$ cat src/rtl/arm_alu_pkg.sv
// ---------------------------------------------------------------------------
// arm_alu_pkg
// Shared definitions for the ARM-style pipelined ALU:
//   - alu_op_e : 4-bit opcode map
//   - FLAG_N/Z/C/V : bit positions inside a {N,Z,C,V} flag vector
//   - is_arith / uses_carry / is_defined : opcode decode helpers
// Configuration macro: ARM_ALU_MUL_EN (opcode 1101 becomes a defined MUL).
// ---------------------------------------------------------------------------
package arm_alu_pkg;

    typedef enum logic [3:0] {
        OP_ADD  = 4'h0,
        OP_ADC  = 4'h1,
        OP_SUB  = 4'h2,
        OP_SBC  = 4'h3,
        OP_RSB  = 4'h4,
        OP_RSC  = 4'h5,
        OP_AND  = 4'h6,
        OP_ORR  = 4'h7,
        OP_EOR  = 4'h8,
        OP_MOVA = 4'h9,
        OP_MOVB = 4'hA,
        OP_MVN  = 4'hB,
        OP_BIC  = 4'hC,
        OP_MUL  = 4'hD,
        OP_UND0 = 4'hE,
        OP_UND1 = 4'hF
    } alu_op_e;

    localparam int FLAG_N = 3;
    localparam int FLAG_Z = 2;
    localparam int FLAG_C = 1;
    localparam int FLAG_V = 0;

    // ADD..RSC occupy the bottom of the map and all produce C/V from the adder.
    function automatic logic is_arith(input logic [3:0] op);
        return op <= OP_RSC;
    endfunction

    // Ops whose adder carry-in is the architectural C flag.
    function automatic logic uses_carry(input logic [3:0] op);
        return (op == OP_ADC) || (op == OP_SBC) || (op == OP_RSC);
    endfunction

    function automatic logic is_defined(input logic [3:0] op);
`ifdef ARM_ALU_MUL_EN
        return op <= OP_MUL;
`else
        return op <= OP_BIC;
`endif
    endfunction

endpackage

$ cat src/rtl/arm_alu_core.sv
// ---------------------------------------------------------------------------
// arm_alu_core
// Purely combinational ALU datapath for every single-cycle opcode.
//   a, b      in  WIDTH  operands
//   op        in  4      opcode (alu_op_e)
//   flags_in  in  4      current {N,Z,C,V}; supplies carry-in and C/V passthrough
//   result    out WIDTH  op result (0 for undefined ops and for MUL)
//   flags     out 4      {N,Z,C,V} produced by this op
// MUL is sequenced by the pipeline wrapper; here it looks like an undefined op.
// ---------------------------------------------------------------------------
module arm_alu_core
    import arm_alu_pkg::*;
#(
    parameter int WIDTH = 32
) (
    input  logic [WIDTH-1:0] a,
    input  logic [WIDTH-1:0] b,
    input  logic [3:0]       op,
    input  logic [3:0]       flags_in,
    output logic [WIDTH-1:0] result,
    output logic [3:0]       flags
);

    logic             rev_op;
    logic             sub_op;
    logic             cin;
    logic [WIDTH-1:0] x;
    logic [WIDTH-1:0] y;
    logic [WIDTH:0]   sum;

    // Every arithmetic op is x + y + cin; subtraction feeds the inverted
    // subtrahend so the top bit of sum is directly ARM's C (NOT borrow).
    assign rev_op = (op == OP_RSB) || (op == OP_RSC);
    assign sub_op = (op == OP_SUB) || (op == OP_SBC) || rev_op;
    assign x      = rev_op ? b : a;
    assign y      = sub_op ? ~(rev_op ? a : b) : b;
    assign cin    = uses_carry(op) ? flags_in[FLAG_C] : sub_op;
    assign sum    = {1'b0, x} + {1'b0, y} + {{WIDTH{1'b0}}, cin};

    // NOTE: every output of a combinational block gets a default before the
    // case, so no path leaves it unassigned and no latch is inferred.
    always_comb begin
        result = '0;
        flags  = flags_in;
        case (op)
            OP_ADD, OP_ADC, OP_SUB,
            OP_SBC, OP_RSB, OP_RSC: result = sum[WIDTH-1:0];
            OP_AND:  result = a & b;
            OP_ORR:  result = a | b;
            OP_EOR:  result = a ^ b;
            OP_MOVA: result = a;
            OP_MOVB: result = b;
            OP_MVN:  result = ~b;
            OP_BIC:  result = a & ~b;
            default: result = '0;
        endcase

        if (is_defined(op) && (op != OP_MUL)) begin
            flags[FLAG_N] = result[WIDTH-1];
            flags[FLAG_Z] = (result == '0);
        end
        // With the subtrahend already inverted, add and sub share one overflow
        // rule: addends agree in sign and the sum sign differs from them.
        if (is_arith(op)) begin
            flags[FLAG_C] = sum[WIDTH];
            flags[FLAG_V] = (x[WIDTH-1] == y[WIDTH-1]) && (sum[WIDTH-1] != x[WIDTH-1]);
        end
    end

endmodule

$ cat src/rtl/arm_alu_pipe.sv
// ---------------------------------------------------------------------------
// arm_alu_pipe
// Two-stage (E: operands + compute, O: result registers) ALU with valid/ready
// handshakes on both sides and an architectural NZCV register.
//   clk, reset           clock; synchronous active-high reset
//   in_valid / in_ready  input handshake; a, b, op, set_flags ride with it
//   out_valid/out_ready  output handshake; result, out_flags ride with it
//   flags_q              architectural {N,Z,C,V}, written as an op leaves E
// Configuration macro: ARM_ALU_MUL_EN adds a WIDTH-cycle shift-add MUL (1101).
// ---------------------------------------------------------------------------
module arm_alu_pipe
    import arm_alu_pkg::*;
#(
    parameter int         WIDTH      = 32,
    parameter logic [3:0] FLAG_RESET = 4'b0000
) (
    input  logic             clk,
    input  logic             reset,
    input  logic             in_valid,
    output logic             in_ready,
    input  logic [WIDTH-1:0] a,
    input  logic [WIDTH-1:0] b,
    input  logic [3:0]       op,
    input  logic             set_flags,
    output logic             out_valid,
    input  logic             out_ready,
    output logic [WIDTH-1:0] result,
    output logic [3:0]       out_flags,
    output logic [3:0]       flags_q
);

    logic             e_valid;
    logic [WIDTH-1:0] e_a;
    logic [WIDTH-1:0] e_b;
    logic [3:0]       e_op;
    logic             e_set_flags;
    logic [WIDTH-1:0] core_result;
    logic [3:0]       core_flags;
    logic [WIDTH-1:0] e_result;
    logic [3:0]       e_flags;
    logic             e_done;
    logic             e_advance;
    logic             accept;

    arm_alu_core #(.WIDTH(WIDTH)) u_core (
        .a        (e_a),
        .b        (e_b),
        .op       (e_op),
        .flags_in (flags_q),
        .result   (core_result),
        .flags    (core_flags)
    );

`ifdef ARM_ALU_MUL_EN
    localparam int CNT_W = $clog2(WIDTH);

    logic             e_is_mul;
    logic             mul_last;
    logic [CNT_W-1:0] mul_cnt;
    logic [WIDTH-1:0] mul_acc;
    logic [WIDTH-1:0] mul_sum;

    // e_a shifts left and e_b right each iteration, so every step adds the
    // current e_a when the current LSB of e_b is set. The last of the WIDTH
    // steps is taken combinationally on the edge that moves the op into O.
    assign e_is_mul = (e_op == OP_MUL);
    assign mul_last = (mul_cnt == CNT_W'(WIDTH - 1));
    assign mul_sum  = mul_acc + (e_b[0] ? e_a : '0);
    assign e_done   = !e_is_mul || mul_last;

    always_comb begin
        e_result = core_result;
        e_flags  = core_flags;
        if (e_is_mul) begin
            e_result       = mul_sum;
            e_flags[FLAG_N] = mul_sum[WIDTH-1];
            e_flags[FLAG_Z] = (mul_sum == '0);
        end
    end

    always_ff @(posedge clk) begin
        if (reset || e_advance) begin
            mul_cnt <= '0;
            mul_acc <= '0;
        end else if (e_valid && e_is_mul && !mul_last) begin
            mul_cnt <= mul_cnt + CNT_W'(1);
            mul_acc <= mul_sum;
        end
    end
`else
    assign e_done   = 1'b1;
    assign e_result = core_result;
    assign e_flags  = core_flags;
`endif

    // E moves on when its op is finished and O is empty or draining this edge.
    assign e_advance = e_valid && e_done && (!out_valid || out_ready);
    assign in_ready  = !e_valid || e_advance;
    assign accept    = in_valid && in_ready;

    // NOTE: sequential state uses non-blocking assignments so every register
    // samples pre-edge values regardless of statement order.
    always_ff @(posedge clk) begin
        if (reset) begin
            e_valid   <= 1'b0;
            out_valid <= 1'b0;
            result    <= '0;
            out_flags <= '0;
            flags_q   <= FLAG_RESET;
        end else begin
            if (accept) begin
                e_valid <= 1'b1;
            end else if (e_advance) begin
                e_valid <= 1'b0;
            end

            if (e_advance) begin
                out_valid <= 1'b1;
                result    <= e_result;
                out_flags <= e_flags;
                // Committing here means the op that enters E on this same edge
                // already computes against the updated C.
                if (e_set_flags && is_defined(e_op)) begin
                    flags_q <= e_flags;
                end
            end else if (out_ready) begin
                out_valid <= 1'b0;
            end
        end
    end

    // NOTE: the E payload has no reset; e_valid alone qualifies it, so stale
    // contents after reset are never observed.
    always_ff @(posedge clk) begin
        if (accept) begin
            e_a         <= a;
            e_b         <= b;
            e_op        <= op;
            e_set_flags <= set_flags;
        end
`ifdef ARM_ALU_MUL_EN
        else if (e_valid && e_is_mul && !mul_last) begin
            e_a <= e_a << 1;
            e_b <= e_b >> 1;
        end
`endif
    end

endmodule

$ cat config.mk
export PLATFORM = sky130hd
export DESIGN_NAME = arm_alu_pipe
export DESIGN_NICKNAME = d
export VERILOG_FILES = /design/src/rtl/arm_alu_pkg.sv /design/src/rtl/arm_alu_core.sv /design/src/rtl/arm_alu_pipe.sv
export SDC_FILE = /design/constraint.sdc
export NUM_CORES = 1
export LEC_CHECK = 0
export CAP_MARGIN = 20
export CELL_PAD_IN_SITES_DETAIL_PLACEMENT = 2
export CELL_PAD_IN_SITES_GLOBAL_PLACEMENT = 2
export CORE_ASPECT_RATIO = 2
export CORE_UTILIZATION = 31
export DETAILED_ROUTE_END_ITERATION = 16
export HOLD_SLACK_MARGIN = 0.15
export PLACE_DENSITY = 0.76
export SLEW_MARGIN = 30
export SYNTH_ARGS = -nofsm -noshare
export SYNTH_HDL_FRONTEND = slang
export SYNTH_SLANG_ARGS = --single-unit
$ cat constraint.sdc
create_clock -name clk -period 5.4 [get_ports clk]
set_input_delay 0.81 -clock clk [delete_from_list [all_inputs] [get_ports clk]]
set_output_delay 0.81 -clock clk [all_outputs]
set_load 0.01 [all_outputs]
==> results of run 1 <==
==> power groups by stage <==
stage	Combinational [mW]	Clock [mW]	Sequential (mW)
after floorplan	0.650	0	1.02
after global placement	1.07	0	1.03
after detailed placement	1.10	0	1.03
after CTS	1.11	0.686	1.02
after global routing	1.20	0.713	1.02
final	1.12	0.662	1.02
==> layer usage <==
metal	wire length, um	GRT usage	vias up
li1	-	-	4387
met1	15000	0.302	4916
met2	21600	0.511	331
met3	1560	0.0372	113
met4	2110	0.153	0
met5	0	0	-
==> path summary, 6_finish.rpt <==
check,startpoint,endpoint
worst min-delay path,result[20]$_SDFFE_PP0P_,result[20]$_SDFFE_PP0P_
worst min register to register,result[20]$_SDFFE_PP0P_,result[20]$_SDFFE_PP0P_
worst max-delay path,e_op[3]$_DFFE_PP_,flags_q[2]$_SDFFE_PP0P_
worst max register to register,e_op[3]$_DFFE_PP_,flags_q[2]$_SDFFE_PP0P_
==> cells in the mapped netlist, types with 19 or more instances <==
library cell and number:
sky130_fd_sc_hd__o211ai_1 19, sky130_fd_sc_hd__nor3_1 21, sky130_fd_sc_hd__buf_2 21, sky130_fd_sc_hd__nand2_1 135, sky130_fd_sc_hd__nand3_1 30, sky130_fd_sc_hd__edfxtp_1 69
sky130_fd_sc_hd__a21oi_1 74, sky130_fd_sc_hd__nor2_1 73, sky130_fd_sc_hd__o21ai_0 80, sky130_fd_sc_hd__dfxtp_1 42, sky130_fd_sc_hd__ha_1 63, sky130_fd_sc_hd__o221ai_1 21
sky130_fd_sc_hd__inv_1 69, sky130_fd_sc_hd__a22oi_1 27, sky130_fd_sc_hd__a211oi_1 26, sky130_fd_sc_hd__o21ai_1 21, sky130_fd_sc_hd__clkbuf_1 51
==> critical path, delay by kind of cell (launching register included) <==
family                   cells  cell delay [ns]
AO/OA/AOI/OAI                6             1.65
adder cells (fa/ha/maj)      2             0.96
buffers and inverters        2             0.44
flip-flops                   1             0.39
AND/OR/NAND/NOR              7             1.47
==> state kept, by name, indices dropped and copies added (netlist names) <==
register,cells
e_a,32
e_b,32
e_op,4
e_set_flags,1
e_valid,1
flags_q,4
out_flags,4
out_valid,1
result,32
==> layout make-up <==
class	instances	area [um^2]
Timing Repair Buffer	164	1550
Fill cell	3308	17800
Clock buffer	9	225
Tap cell	360	450
Multi-Input combinational cell	853	5580
Clock inverter	7	56.3
Inverter	71	267
Sequential cell	111	2910
==> per-stage QoR <==
| stage | area (um^2) | hold WS, ns |
|---|---|---|
| 2_1_floorplan | 9070 | 0.476 |
| 3_3_place_gp | 10800 | 0.444 |
| 3_5_place_dp | 10800 | 0.456 |
| 4_1_cts | 11000 | 0.466 |
| 5_1_grt | 11000 | 0.498 |
| 6_report | 11000 | 0.465 |
==> logic make-up after synthesis <==
family	count (synthesis)	synth area share
AOI/OAI and AO/OA	414	0.312
buffers and inverters	150	0.0662
DFF	111	0.321
adders and majority gates	65	0.0913
and+or+nand+nor	346	0.181
xor gates and xnor gates	21	0.0203
muxes	7	0.00814
==> flow_summary.ini, run 1 <==
[outcome]
outcome = complete, no violations

[sta]
timing_worst_slew_pin_value_ns = 0.898
maxSlewViolCount = 0
skew_ns = 0.00969
fmax_mhz = 199
slew_headroom = 0.401
period_minus_slack_ns = 5.02
timing.final.hold_violations = 0
finalSetupViolations = 0
grt_setup_unrepaired = no
layout_setup_ws_ns = 0.384
fin_tns_setup_ns = 0
timing.final.crit_share = 0.929

[global_routing]
globalRoute.totalOverflow = 0
grt_start_max_net_pins = 70
grt_first_pass_wirelength_mm = 62.1
grt_pass1_vias = 10440
antenna_found_initial = 0
globalRouteTotalUtil = 0.280

[place]
buffer_ports.inserted = 114
globalplace.congestion = 0.909
dp_worst_setup_slack_ns = 0.429
dpl.hpwl_mm = 31.2
placed_cell_count = 1559

[detailed_routing]
detailroute.via_count = 9747
drtAntennaViolNets = 0
drtIter0Drc = 472
post_drt_via_cell_ratio = 6.19
drtPass1Iterations = 5
wl_per_cell_um = 25.5
drcViolationCount = 0
wirelength_mm = 40.2

[finish]
diodes = 0
final_common_cell = sky130_fd_sc_hd__nand2_1
final_core_util = 0.383
drive_above_1_share = 0.0716
final_nets = 1348
most-common-layout-cells = 135 x sky130_fd_sc_hd__nand2_1, 114 x sky130_fd_sc_hd__clkdlybuf4s50_1, 80 x sky130_fd_sc_hd__o21ai_0
non_filler_cells_final = 1575
syn_to_final_growth_pct = 21.9

[power]
power_switching_mw = 1.08
clock_share_of_power = 0.237
max_rail_drop_vdd_mv = 0.186
seqPwrFrac = 0.363
swShare = 0.388
combinationalPowerShare = 0.400
p_int_mw = 1.71
cellLeakagePower_nw = 4.27
power-per-cell-area_nw_per_um2 = 253
fin_total_pwr_mw = 2.79

[setup_path]
reg2reg_setup_slack_ns = 0.38
slowest_delay_ns = 0.50
critPathLaunchType = flip-flop
cp.arrival_ns = 5.32
timing.critical_path.cells = buf_4 > nand2b_1 > nand2b_1 > buf_12 > o221ai_1 > fa_1 > fa_1 > a21o_1 > a221o_1 > nand4_1 > nand3_1 > a31oi_1 > o211ai_1 > nor4_1 > and4_1 > nand4_2 > o31ai_2
worst-path-max-fanout = 32
reg2reg_depth = 17
worstSetupEndpointType = flip-flop
cell_at_the_slowest_stage_of_the_critical_path = sky130_fd_sc_hd__fa_1
worst_path_required_ns = 5.71
worstSetupPathType = reg -> reg

[clocking]
post_cts_hold_buffer_count = 0
cts_tree = yes
clock_insertion_delay_worst_skew_ns = 0.39
postCtsSetupBuffers = 0
cts_root_buf = sky130_fd_sc_hd__clkbuf_16
ctsResizeCount = 0
cts_made_buffers = 9
worst_setup_hold_path_clk_slew_ns = 0.08
clk_path_buf_depth = 2
htree_levels = 3
numClockSinks = 111

[logic_synthesis]
netlist_top_cells_area = sky130_fd_sc_hd__edfxtp_1 23%, sky130_fd_sc_hd__dfxtp_1 9.3%, sky130_fd_sc_hd__ha_1 8.7%, sky130_fd_sc_hd__nand2_1 5.6%, sky130_fd_sc_hd__o21ai_0 4.4%
synth-seq-area-share = 0.321
syn_nets = 1252
synth_edf_count = 69
count_of_unique_library_cells_instantiated_by_yosys = 84
post_synth.cell_area_avg_um2 = 8.14
netlist_instances = 1114
area_of_the_mapped_netlist_um2 = 9070
synth_register_bits = 111
synth_largest_type_area_fraction = 0.229
synth-main-ff-cell = sky130_fd_sc_hd__edfxtp_1
synth_top_area_cell = sky130_fd_sc_hd__edfxtp_1
synth-warning-count = 0
synth-async-reset-ratio = 0

[floorplan]
die_height_um = 244
chipWidth_um = 123
placementRows = 88
floorplan.io_pins = 115
core_ar_um2 = 28800
floorplan.initialDensity = 0.314
die-area_um2 = 30000

[job]
max-cap-violations = 0

[worst_hold_path]
hold_path_cells = 2
worst_hold_path_type = reg -> reg
Note: power is estimated with default switching activity, not from simulation.
==> run 2, diff against run 1 <==
--- a/config.mk
+++ b/config.mk
@@ -5,6 +5,7 @@
 export SDC_FILE = /design/constraint.sdc
 export NUM_CORES = 1
 export LEC_CHECK = 0
+export ABC_CLOCK_PERIOD_IN_PS = 5400
 export CAP_MARGIN = 20
 export CELL_PAD_IN_SITES_DETAIL_PLACEMENT = 2
 export CELL_PAD_IN_SITES_GLOBAL_PLACEMENT = 2
==> results of run 2 <==
Final layout, timing and power as in run 1 (identical DEF).
==> patch 1 (settings of run 1) <==
`WIDTH` is set to 32 in 2 places; all go to 36.
--- a/src/rtl/arm_alu_core.sv
+++ b/src/rtl/arm_alu_core.sv
@@ -11,7 +11,7 @@
 module arm_alu_core
     import arm_alu_pkg::*;
 #(
-    parameter int WIDTH = 32
+    parameter int WIDTH = 36
 ) (
     input  logic [WIDTH-1:0] a,
     input  logic [WIDTH-1:0] b,
--- a/src/rtl/arm_alu_pipe.sv
+++ b/src/rtl/arm_alu_pipe.sv
@@ -11,7 +11,7 @@
 module arm_alu_pipe
     import arm_alu_pkg::*;
 #(
-    parameter int         WIDTH      = 32,
+    parameter int         WIDTH      = 36,
     parameter logic [3:0] FLAG_RESET = 4'b0000
 ) (
     input  logic             clk,
Ports: changed (resized a, b and result); port bits go from 115 to 127. The function was not compared with the original's and may differ.
==> patch 1 against run 1 <==
Clock skew down 1.9 ps; power up 30%; global-route usage up 4.3 points; routed wire length up 31%; worst hold slack worse by 10 ps; sequential cell count up 12; count of clock-buffer cells in the layout up 18; final area up 15%; setup slack worse by 160 ps; maximum frequency down 3.0%; sequential share of layout area down 1.0 points; largest power group unchanged; synthesized area up 14%.
==> patch 1: results (changes against run 1) <==
cts.repair.resized: 0  # unchanged
synth_edf_count: 77  # +12%
worst_clock_skew_ps: 7.802  # -1.891 ps
syn_nets: 1434  # +15%
synth_ff_type: "edfxtp_1"
antenna_found_initial: 1  # +1
clock_path_buffers: 2  # unchanged
dp.cells: 1806  # +16%
hp-class: "reg2reg"
layout.nets: 1547  # +15%
cp.arrival_ps: 5560  # +240 ps
gr-usage-all-layers_pct: 32.25  # +4.3 points
place_ws_ps: 191.6  # -237.1 ps
gp_congestion: 0.9739  # +7.2%
cp_slowest_cell: "or4_1"
dp_hpwl_um: 40350  # +29%
powerDensity_mw_per_mm2: 284.9  # +13%
min_period_over_period_pct: 95.81  # +2.9 points
grt_first_pass_wirelength_um: 77780  # +25%
synthCells: 1280  # +15%
async_reset_ff_share_pct: 0  # unchanged
io_buffers: 126  # +11%
wl_um: 52780  # +31%
grt_pass1_vias: 12723  # +22%
rrSetupSlack_ps: 230  # -160 ps
p_leak_nw: 4.876  # +14%
synth-seq-area-share_pct: 31.34  # -0.79 points
drtIter0Drc: 517  # +9.5%
cts.htree.levels: 4  # +1
clk_pin_slew_ps: 60  # -20 ps
ys_top_cells_by_area: "edfxtp_1, dfxtp_1, ha_1, nand2_1, o21ai_0"
grt_max_degree: 63  # -10%
slew_headroom_pct: 31.22  # -8.9 points
fillCellCount: 3707  # +12%
clkLatencyLatePin_ps: 460  # +70 ps
hold_ws_ps: 454.9  # -10.27 ps
via_count: 11432  # +17%
wl_per_cell_um: 28.70  # +12%
drive_gt1_share_pct: 8.321  # +1.2 points
top_regs: "e_a: 36 flops, e_b: 36 flops, result: 36 flops"
cts_made_buffers: 17  # +8
cts_root_buffer: "clkbuf_16"
status: "complete, no violations"
yosys_warnings: 0  # unchanged
setup_tns_ps: 0  # unchanged
synth_common_cells: "nand2_1, o21ai_0, nor2_1"
post_cts_buffers: 0  # unchanged
dr.pass1.iters: 4  # -1
ir_worst_vdd_mv: 0.2489  # +34%
slowest_delay_ps: 580  # +80 ps
placed_cell_area_mm2: 0.01216  # +13%
fin_util_pct: 38.86  # +0.56 points
cp_max_fo: 35  # +9.4%
power.internal_mw: 2.265  # +32%
yosys.cell_types.count: 81  # -3.6%
==> patch 1: power groups by stage <==
stage | clock network, mW | logic, mW | registers [mW]
floorplan | 0 | 0.751 | 1.14
global placement | 0 | 1.26 | 1.16
detailed placement | 0 | 1.30 | 1.16
CTS | 1.18 | 1.32 | 1.14
global route | 1.22 | 1.42 | 1.14
finish | 1.16 | 1.33 | 1.14
==> patch 1: worst paths after layout <==
check | depth (start not counted) | to | from
max reg2reg | 15 | out_flags[2] | e_op[1]
max | 15 | out_flags[2] | e_op[1]
min reg2reg | 2 | result[26] | result[26]
min | 2 | result[26] | result[26]
==> patch 1: logic make-up after synthesis <==
group | share of synthesized area, %
AOI/OAI and AO/OA | 29.48
DFF | 31.34
xor gates and xnor gates | 1.528
and+or+nand+nor | 19.63
buffers and inverters | 7.531
adders and majority gates | 8.998
muxes | 1.492
==> patch 1: cell type report <==
cell class | instances | share of cell area [%]
diodes | 1 | 0.01962
clock buffers | 27 | 4.366
clock inverters | 5 | 0.2060
inverters | 81 | 2.384
multi-input cells | 985 | 49.98
flip-flops and latches | 123 | 25.35
well taps | 432 | 4.239
repair buffers | 185 | 13.45
==> patch 1: worst max-delay path: cells and delay by family (launching register included) <==
family	cells	cell delay [ps]
and+or+nand+nor	7	2060
adders and majority gates	1	480
AOI/OAI and AO/OA	5	1330
xor gates and xnor gates	1	260
buffers and inverters	1	400
DFF	1	560
==> patch 1: per-layer routing <==
metal | track usage (%) | share of wire (%) | vias up
li1 | - | - | 5068
met4 | 34.07 | 12 | 0
met1 | 26.87 | 31 | 5701
met5 | 0 | 0 | -
met3 | 5.678 | 3.7 | 265
met2 | 59.74 | 54 | 398
==> patch 2 (flow settings as in run 1) <==
Made on the original files. Put one more register stage on the output `out_flags`, with the module's reset. The value now appears one clock later. The other outputs are not delayed to match.
--- a/src/rtl/arm_alu_pipe.sv
+++ b/src/rtl/arm_alu_pipe.sv
@@ -28,6 +28,8 @@
     output logic [3:0]       out_flags,
     output logic [3:0]       flags_q
 );
+
+    logic [3:0] out_flags_s0;
 
     logic             e_valid;
     logic [WIDTH-1:0] e_a;
@@ -105,7 +107,7 @@
             e_valid   <= 1'b0;
             out_valid <= 1'b0;
             result    <= '0;
-            out_flags <= '0;
+            out_flags_s0 <= '0;
             flags_q   <= FLAG_RESET;
         end else begin
             if (accept) begin
@@ -117,7 +119,7 @@
             if (e_advance) begin
                 out_valid <= 1'b1;
                 result    <= e_result;
-                out_flags <= e_flags;
+                out_flags_s0 <= e_flags;
                 // Committing here means the op that enters E on this same edge
                 // already computes against the updated C.
                 if (e_set_flags && is_defined(e_op)) begin
@@ -146,5 +148,13 @@
 `endif
     end
 
+    always_ff @(posedge clk) begin
+        if (reset) begin
+            out_flags <= '0;
+        end else begin
+            out_flags <= out_flags_s0;
+        end
+    end
+
 endmodule
 
Check against the original RTL: not equivalent (Yosys sat finds a counterexample within 4 cycles, from zero or initial values and one cycle with reset high).
==> patch 2 against run 1 <==
Power up 15%; final area up 4.4%; routed wire length up 3.6%; global-route usage down 0.11 points; setup slack worse by 120 ps; sequential cell count up 4; cell count up 2.2%; largest cell class unchanged; synthesized area up 3.0%; die area up 2.9%; maximum frequency down 2.4%; critical endpoint unchanged.
==> patch 2: results (changes against run 1) <==
synth-seq-area-share_pct: 32.06  # -0.068 points
placed_cell_area_mm2: 0.01097  # +1.9%
via_per_inst: 6.133  # -0.90%
syn_nets: 1277  # +2.0%
top_regs: "e_a: 32 flops, e_b: 32 flops, result: 32 flops"
dp.cells: 1578  # +1.2%
status: "complete, no violations"
gp_congestion: 0.9317  # +2.6%
cts_made_buffers: 17  # +8
wl_per_cell_um: 25.88  # +1.3%
grt_first_pass_wirelength_um: 64410  # +3.8%
grt_pass1_vias: 10831  # +3.7%
worst_clock_skew_ps: 9.342  # -0.3511 ps
cts.repair.resized: 0  # unchanged
hold_ws_ps: 468.6  # +3.396 ps
yosys.cell_types.count: 81  # -3.6%
synth_common_cells: "nand2_1, o21ai_0, nor2_1"
io_buffers: 114  # unchanged
clk_pin_slew_ps: 60  # -20 ps
slew_headroom_pct: 35.09  # -5.0 points
power.internal_mw: 2.044  # +20%
max_freq_ghz: 0.1946  # -2.4%
clkLatencyLatePin_ps: 460  # +70 ps
avgSynthCellArea_um2: 8.197  # +0.71%
grt_max_degree: 55  # -21%
dp_hpwl_um: 32350  # +3.8%
slowest_delay_ps: 690  # +190 ps
wl_um: 41670  # +3.6%
p_leak_nw: 4.460  # +4.5%
cts.htree.levels: 4  # +1
fillCellCount: 3332  # +0.73%
post_cts_buffers: 0  # unchanged
ir_worst_vdd_mv: 0.2221  # +19%
cp_slowest_cell: "edfxtp_1"
rrSetupSlack_ps: 260  # -120 ps
cp_max_fo: 14  # -56%
drive_gt1_share_pct: 8.828  # +1.7 points
drtIter0Drc: 498  # +5.5%
place_ws_ps: 282.4  # -146.3 ps
layout.nets: 1371  # +1.7%
gr-usage-all-layers_pct: 27.84  # -0.11 points
synth_edf_count: 69  # unchanged
clock_path_buffers: 2  # unchanged
hp-class: "reg2reg"
ys_top_cells_by_area: "edfxtp_1, dfxtp_1, ha_1, o21ai_0, nand2_1"
-- patch 2: kinds of logic (layout without fill, tap and decap cells) --
family	after synthesis	after routing	share of synthesized area [%]
compound gates	398	398	29.68
xor+xnor	18	18	1.689
fa+ha+maj	65	65	8.872
buf+inv	161	268	6.969
flops	115	115	32.06
mux	17	17	1.863
simple gates	365	365	18.87
-- patch 2: final timing paths --
path                   start    endpoint  depth (start not counted)
hold reg to reg   result[17]  result[17]                          2
hold / removal    result[17]  result[17]                          2
setup / recovery     e_op[2]  flags_q[2]                         16
setup reg to reg     e_op[2]  flags_q[2]                         16
-- patch 2: final cells by class --
class                           count  area, µm²  area share (%)
Tap cell                          364      455.4           3.948
Timing Repair Buffer              164       1536           13.32
Clock buffer                       17      425.4           3.687
Sequential cell                   115       2993           25.94
Clock inverter                     15      137.6           1.193
Inverter                           72      270.3           2.342
Multi-Input combinational cell    863       5719           49.57
-- patch 2: power by group through the flow --
| stage | Combinational (mW) | Clock [mW] | Sequential (mW) |
|---|---|---|---|
| final | 1.08 | 1.09 | 1.05 |
| after global routing | 1.17 | 1.15 | 1.06 |
| after CTS | 1.08 | 1.12 | 1.05 |
| after detailed placement | 1.07 | 0 | 1.07 |
| after global placement | 1.04 | 0 | 1.07 |
| after floorplan | 0.651 | 0 | 1.05 |
-- patch 2: worst min-delay path, cell delays in order, from the launching register on --
cell and delay [ps]:
dfxtp_1 310, nand2_1 50, a21oi_1 50
-- patch 2: metal layers --
metal | share of wire (%) | track usage [%] | vias to the layer above
met3 | 3.2 | 4.419 | 127
met1 | 35 | 27.07 | 5021
li1 | - | - | 4475
met2 | 55 | 53.40 | 251
met4 | 6.7 | 18.85 | 0
met5 | 0 | 0 | -
